==> src/rtl/exec_wb_seq.sv <==
// Execute/writeback sequencer in front of a 4x16 register file.
// One instruction per handshake: READ -> EXEC (or 16-cycle MUL) -> WB, one write per result.
module exec_wb_seq #(
    parameter int DATA_W = 16
) (
    input  logic              clk,
    input  logic              reset,
    input  logic              instr_valid,
    output logic              instr_ready,
    input  logic [15:0]       instr,
    output logic [2:0]        raA,
    output logic [2:0]        raB,
    input  logic [DATA_W-1:0] rdA,
    input  logic [DATA_W-1:0] rdB,
    output logic              w,
    output logic [2:0]        wa,
    output logic [DATA_W-1:0] wd,
    output logic              busy,
    output logic              flag_z,
    output logic              flag_c
);

    localparam logic [2:0] IDLE = 3'd0;
    localparam logic [2:0] READ = 3'd1;
    localparam logic [2:0] EXEC = 3'd2;
    localparam logic [2:0] MULS = 3'd3;
    localparam logic [2:0] WB   = 3'd4;

    localparam logic [3:0] OP_ADD = 4'd0;
    localparam logic [3:0] OP_SUB = 4'd1;
    localparam logic [3:0] OP_AND = 4'd2;
    localparam logic [3:0] OP_OR  = 4'd3;
    localparam logic [3:0] OP_XOR = 4'd4;
    localparam logic [3:0] OP_SHL = 4'd5;
    localparam logic [3:0] OP_SHR = 4'd6;
    localparam logic [3:0] OP_LDI = 4'd7;
    localparam logic [3:0] OP_MUL = 4'd8;
    localparam logic [3:0] OP_MOV = 4'd9;

    logic [2:0]        state;
    logic [15:0]       instrQ;
    logic [DATA_W-1:0] opA;
    logic [DATA_W-1:0] opB;
    logic [DATA_W-1:0] acc;
    logic [3:0]        mulCnt;
    logic [DATA_W:0]   aluOut;
    logic [DATA_W-1:0] mulSum;
    logic [3:0]        op;
    logic [2:0]        rd;

    function automatic logic [DATA_W-1:0] shiftOp(input logic [DATA_W-1:0] a,
                                                  input logic [3:0] amt,
                                                  input logic left);
        if (32'(amt) >= DATA_W) return '0;
        return left ? (a << amt) : (a >> amt);
    endfunction

    // Bit DATA_W carries carry-out for ADD and borrow for SUB; zero otherwise.
    function automatic logic [DATA_W:0] aluCalc(input logic [3:0] o,
                                                input logic [DATA_W-1:0] a,
                                                input logic [DATA_W-1:0] b,
                                                input logic [5:0] imm);
        logic [DATA_W:0] r;
        r = '0;
        case (o)
            OP_ADD:  r = {1'b0, a} + {1'b0, b};
            OP_SUB:  r = {1'b0, a} - {1'b0, b};
            OP_AND:  r = {1'b0, a & b};
            OP_OR:   r = {1'b0, a | b};
            OP_XOR:  r = {1'b0, a ^ b};
            OP_SHL:  r = {1'b0, shiftOp(a, b[3:0], 1'b1)};
            OP_SHR:  r = {1'b0, shiftOp(a, b[3:0], 1'b0)};
            OP_LDI:  r = {1'b0, {{(DATA_W-6){imm[5]}}, imm}};
            OP_MOV:  r = {1'b0, a};
            default: r = '0;
        endcase
        return r;
    endfunction

    assign op          = instrQ[15:12];
    assign rd          = instrQ[11:9];
    assign raA         = instrQ[8:6];
    assign raB         = instrQ[5:3];
    assign busy        = (state != IDLE);
    assign instr_ready = (state == IDLE) && !reset;

    always_comb begin
        aluOut = aluCalc(op, opA, opB, instrQ[5:0]);
        mulSum = acc + (opB[0] ? opA : '0);
    end

    // Control path: sequencing, write strobe and flags.
    always_ff @(posedge clk) begin
        if (reset) begin
            state  <= IDLE;
            instrQ <= '0;
            mulCnt <= '0;
            w      <= 1'b0;
            wa     <= '0;
            wd     <= '0;
            flag_z <= 1'b0;
            flag_c <= 1'b0;
        end else begin
            w <= 1'b0;
            case (state)
                IDLE: begin
                    if (instr_valid && instr_ready) begin
                        instrQ <= instr;
                        state  <= READ;
                    end
                end
                READ: begin
                    mulCnt <= '0;
                    state  <= (op == OP_MUL) ? MULS : EXEC;
                end
                EXEC: begin
                    state <= WB;
                    if (op <= OP_MOV) begin
                        w      <= 1'b1;
                        wa     <= rd;
                        wd     <= aluOut[DATA_W-1:0];
                        flag_z <= (aluOut[DATA_W-1:0] == '0);
                        if (op == OP_ADD || op == OP_SUB)
                            flag_c <= aluOut[DATA_W];
                        else if (op == OP_AND || op == OP_OR || op == OP_XOR)
                            flag_c <= 1'b0;
                    end
                end
                MULS: begin
                    mulCnt <= mulCnt + 4'd1;
                    if (mulCnt == 4'd15) begin
                        state  <= WB;
                        w      <= 1'b1;
                        wa     <= rd;
                        wd     <= mulSum;
                        flag_z <= (mulSum == '0);
                    end
                end
                WB:      state <= IDLE;
                default: state <= IDLE;
            endcase
        end
    end

    // Data path: operand capture and shift-add multiply (multiplicand left, multiplier right).
    always_ff @(posedge clk) begin
        case (state)
            READ: begin
                opA <= rdA;
                opB <= rdB;
                acc <= '0;
            end
            MULS: begin
                acc <= mulSum;
                opA <= opA << 1;
                opB <= opB >> 1;
            end
            default: begin
                opA <= opA;
                opB <= opB;
                acc <= acc;
            end
        endcase
    end

endmodule

==> config.mk <==
export PLATFORM = sky130hd
export DESIGN_NAME = exec_wb_seq
export DESIGN_NICKNAME = d
export VERILOG_FILES = /design/src/rtl/exec_wb_seq.sv
export SDC_FILE = /design/constraint.sdc
export NUM_CORES = 1
export LEC_CHECK = 0
export ABC_AREA = 1
export CORE_MARGIN = 2
export CORE_UTILIZATION = 50
export DETAILED_ROUTE_END_ITERATION = 16
export PLACE_DENSITY = 0.67
export RECOVER_POWER = 50
export SLEW_MARGIN = 30
export SYNTH_ARGS = -nofsm -noshare
export SYNTH_HDL_FRONTEND = slang
export SYNTH_SLANG_ARGS = --single-unit
==> constraint.sdc <==
create_clock -name clk -period 9.7 [get_ports clk]
set_input_delay 2.91 -clock clk [delete_from_list [all_inputs] [get_ports clk]]
set_output_delay 2.91 -clock clk [all_outputs]
set_load 0.01 [all_outputs]
**After elaboration in Yosys (flattened, before gate mapping)**

Cells that the tools add are included.

- $add $sub $neg: 4
- Multiply operators: 0
- Div/mod/pow operators: 0
- Order comparisons: 1
- Equal/unequal tests: 16
- Shift operators: 2
- Multiplexer cells: 24
- Bitwise gates (word level): 3
- Reduce and logical (&&, ||, !) cells: 18

Operators with widths:

| cell | count |
|---|---|
| 17-bit case mux with 9 select lines | 1 |
| 16-bit case mux with 2 select lines | 4 |
| 16-bit 2-to-1 mux | 3 |
| 16-bit zero test | 2 |
| 16-bit by 16-bit adder with 17-bit output | 1 |
| 16-bit by 16-bit subtractor with 17-bit output | 1 |
| 16-bit adder | 1 |
| 16-bit bitwise AND | 1 |
| 4-bit by 3-bit == test with 1-bit output (second input constant) | 4 |
| 16-bit OR | 1 |
| 16-bit by 4-bit << shifter with 16-bit output | 1 |
| 16-bit by 4-bit right shift with 16-bit output | 1 |
| 16-bit bitwise XOR | 1 |
| 4-bit == test (second input constant) | 3 |
| 3-bit 2-to-1 mux | 4 |
| 3-bit case mux with 4 select lines | 1 |
| 4-bit by 2-bit == test with 1-bit output (second input constant) | 2 |
| 4-bit case mux with 2 select lines | 1 |
| 1-bit 2-to-1 mux | 7 |
| 3-bit by 2-bit == test with 1-bit output (second input constant) | 2 |
| 3-bit case mux with 2 select lines | 1 |
| 3-bit AND reduction | 2 |
| 2-bit nonzero test | 3 |
| 4-bit by 1-bit adder with 4-bit output (second input constant) | 1 |
| 13 further kinds | 19 |

- Flip-flop bits (word level): 93
- Bits in latches: 0
- Memory bits (writable): 0
- ROM bits: 0
- Input bits: 51
- Output and inout bits: 30
- Logic and storage cells: 79
- Memories: 0

**Longest topological paths before layout**

- Depth after elaboration: 5
- Depth in mapped cells: 28
- Mapped depth without buffers: 26

**Worst setup path before layout**

OpenSTA, ideal clock, no wires.

- Path kind: input to output
- Start: input reset
- End: output instr_ready
- Data arrival time: 3.592 ns
- Required time: 6.790 ns
- Setup slack: 3.198 ns
- Cell stages on the path: 3
- Buffers on the path: 2
- Cells stage by stage: clkbuf_1 > clkbuf_1 > nor2_1

- Longest elaborated chain between the ends: 2

RTL lines:

| item | line | source |
|---|---|---|
| from (decl) | 7 | `input logic reset,` |
| 1-bit zero test | 85 | `assign instr_ready = (state == IDLE) && !reset;` |
| 1-bit logical AND | 85 |  |
| to (decl) | 9 | `output logic instr_ready,` |

Every way passes these cells.

**Final worst setup path**

Same ends and word-level chain as after synthesis.

==> run metrics <==
Final Net Count=1495; achievable frequency=0.135 GHz; CTS resizes=0; RSZ-0062 raised after global routing=false; top-count cell post-synth=nand2_1; fraction of registers with async set/reset=0%; share of the synthesized area in the top cell type=a little under a fifth; Setup-failing EPs final=0; wire length per cell=~17 um; Die ar.=about 0.018 mm2; #FFs+latches synth=93; post-synthesis sequential area ratio=between 20 and 30%; final wirelength=between 20000 and 30000 um; Core Footprint=0.0166 mm2; clock skew=0.0103 ns; number of buffers created by CTS=9; met3 usage=5.03%; Clk Tree Root Cell=clkbuf_16; Post-Syn Instances=approximately 1300; Via density=between 5 and 6; CTS tree=done; # rows=47; fin. max-slew vios=140; top cells by count, synth=nand2_1 (420), nand3_1 (166), inv_1 (164); drt first pass iters=5; post-route cell area=0.00959 mm2; Synthesized Nets=between 1000 and 1500; cell area after synthesis=approximately 0.0085 mm2; Area Growth Syn to Fin=13.1%; outcome=finished with violations; P_leak=4.79 nW; failing checks=max-capacitance violations, max-slew violations; IO buf count=80; Unique masters post-synth=40; GRT overflow=0; Total GRT Usage=between 30% and 40%; CP required=between 6 and 7 ns; Synth area leaders=nand2_1 (19%), edfxtp_1 (17%), dfxtp_1 (11%), nand3_1 (9.8%), ha_1 (9.7%); share of layout cells above drive strength 1=3.62%; CP Max Fanout=19; die height=134 um; max incr delay on CP=0.78 ns; CP Capture Type=primary output; Avg Cell Area, Syn=6.37 um2; Worst path most repeated cell=clkdlybuf4s50_1; RD Place Congestion=0.995; Arr. time, crit path=4.48 ns; CP max-delay cell=clkdlybuf4s50_1; Layout Cells excl Fill=1601; Min-Delay Path Class=register to register; Cells after DPL=between 1500 and 2000; PD cells=195 mW/mm2; Final Critical Period=7.39 ns; yosys warns=0; dominant synthesized flop cell=edfxtp_1; critical path class=input pin to primary output; measured slew at the worst slew-check pin=around 3.4 ns; crit path launch type=input pin; worst reg-to-reg setup slack=just under 5 ns; Initial Util=roughly half; CTS H-tree depth=3; post-route ant nets=0; Yosys top cell by area=nand2_1; maximum clock insertion buffer count=2; GR Layer Usage met2=46.6%; fin crit share=76.2%; M1 GR Usage=45.9%; CTS Hold Bufs=0; number of remaining DRC errors=0; first-pass GRT wire length=43400 um; Worst-path clk slew=0.07 ns; Top Usage Layer GRT=met2; Die X=134 um; pin count of the biggest net entering global routing=87; Post-Route Utilization=57.8%; Detail Placement HPWL=21300 um; # diodes=0; Ports=81; post-place instance area=0.00931 mm2; Hold WS=~0.46 ns; total setup buffers inserted after CTS=0; worst skew pair latency=0.37 ns; EDFF count, synth=48; Fin Setup TNS=0 ns; Rel. slew slack=-128%; max-cap violations=3; via count=8783; vias in the first global route=7990; initial antenna violation count=0; Worst VDD drop=around 0.11 mV; critical path cell sequence=clkdlybuf4s50_1 -> nor2_1 -> clkdlybuf4s50_1; Final Hold Fails=0; clk sink count=93; Initial DRC Count=885
metal layers:
metal | wire, um | vias up
met5 | 0 | -
met4 | 734 | 0
met3 | 2300 | 47
met2 | 11700 | 374
met1 | 12800 | 3945
li1 | - | 4417
through the flow:
stage	worst slack [ns]	power, mW
floorplan	3.20	1.20
CTS	2.31	1.86
detailed placement	2.34	1.50
global route	2.23	2.01
global placement	2.31	1.49
finish	2.31	1.87
area by class of cell:
type	count	area, um2
flip-flops and latches	93	2340
clock inverters	6	51.3
repair buffers	85	827
inverters	172	646
clock buffers	10	239
multi-input cells	1015	5200
well taps	220	275
fillers	1678	7000
state kept, by name, indices dropped and copies added (netlist names), 3 cells and up:
name and count:
mulCnt 4, instrQ 16, wd 16, acc 16
wa 3, state 3, opB 16, opA 16
cells by family after synthesis:
group | share of synthesized area [%]
and+or+nand+nor | 37.8
buffers and inverters | 11.1
AOI/OAI and AO/OA | 11.1
DFF | 27.6
adders and majority gates | 10.2
xor gates and xnor gates | 2.17
worst max-delay path: cells and delay by family:
| family | cells | cell delay, ns |
|---|---|---|
| buffers and inverters | 2 | 1.33 |
| and+or+nand+nor | 1 | 0.23 |
report_power, final:
part           switching (mW)  internal [mW]
Combinational           0.642          0.316
Sequential             0.0701          0.484
Clock                   0.173          0.185
Total                   0.885          0.986
cells in the final DEF, fill, tap and decap left out, types with 4 or more instances in the layout:
cell	netlist	final
or2_2	6	6
o21ai_1	9	9
o31ai_1	6	6
nand4_1	11	11
inv_1	164	163
nor2_1	122	122
edfxtp_1	48	48
nand3_1	166	166
dfxtp_1	45	45
nor2_2	4	4
o21ai_0	78	78
a21oi_1	46	46
xor2_1	18	18
o211ai_1	8	8
nor3_1	8	8
nand2_1	420	419
clkbuf_16	0	9
clkdlybuf4s50_1	0	78
a31oi_1	9	9
nand3b_1	6	6
inv_2	8	8
nor2_4	4	4
ha_1	66	66
final timing paths:
| check | start | endpoint | cells past startpoint |
|---|---|---|---|
| worst min-delay path | instrQ[9] | wa[0] | 2 |
| worst max-delay path | reset | instr_ready | 3 |
| worst max register to register | opB[2] | flag_c | 19 |
| worst min register to register | instrQ[9] | wa[0] | 2 |
Power figures use the tool's default switching activity.
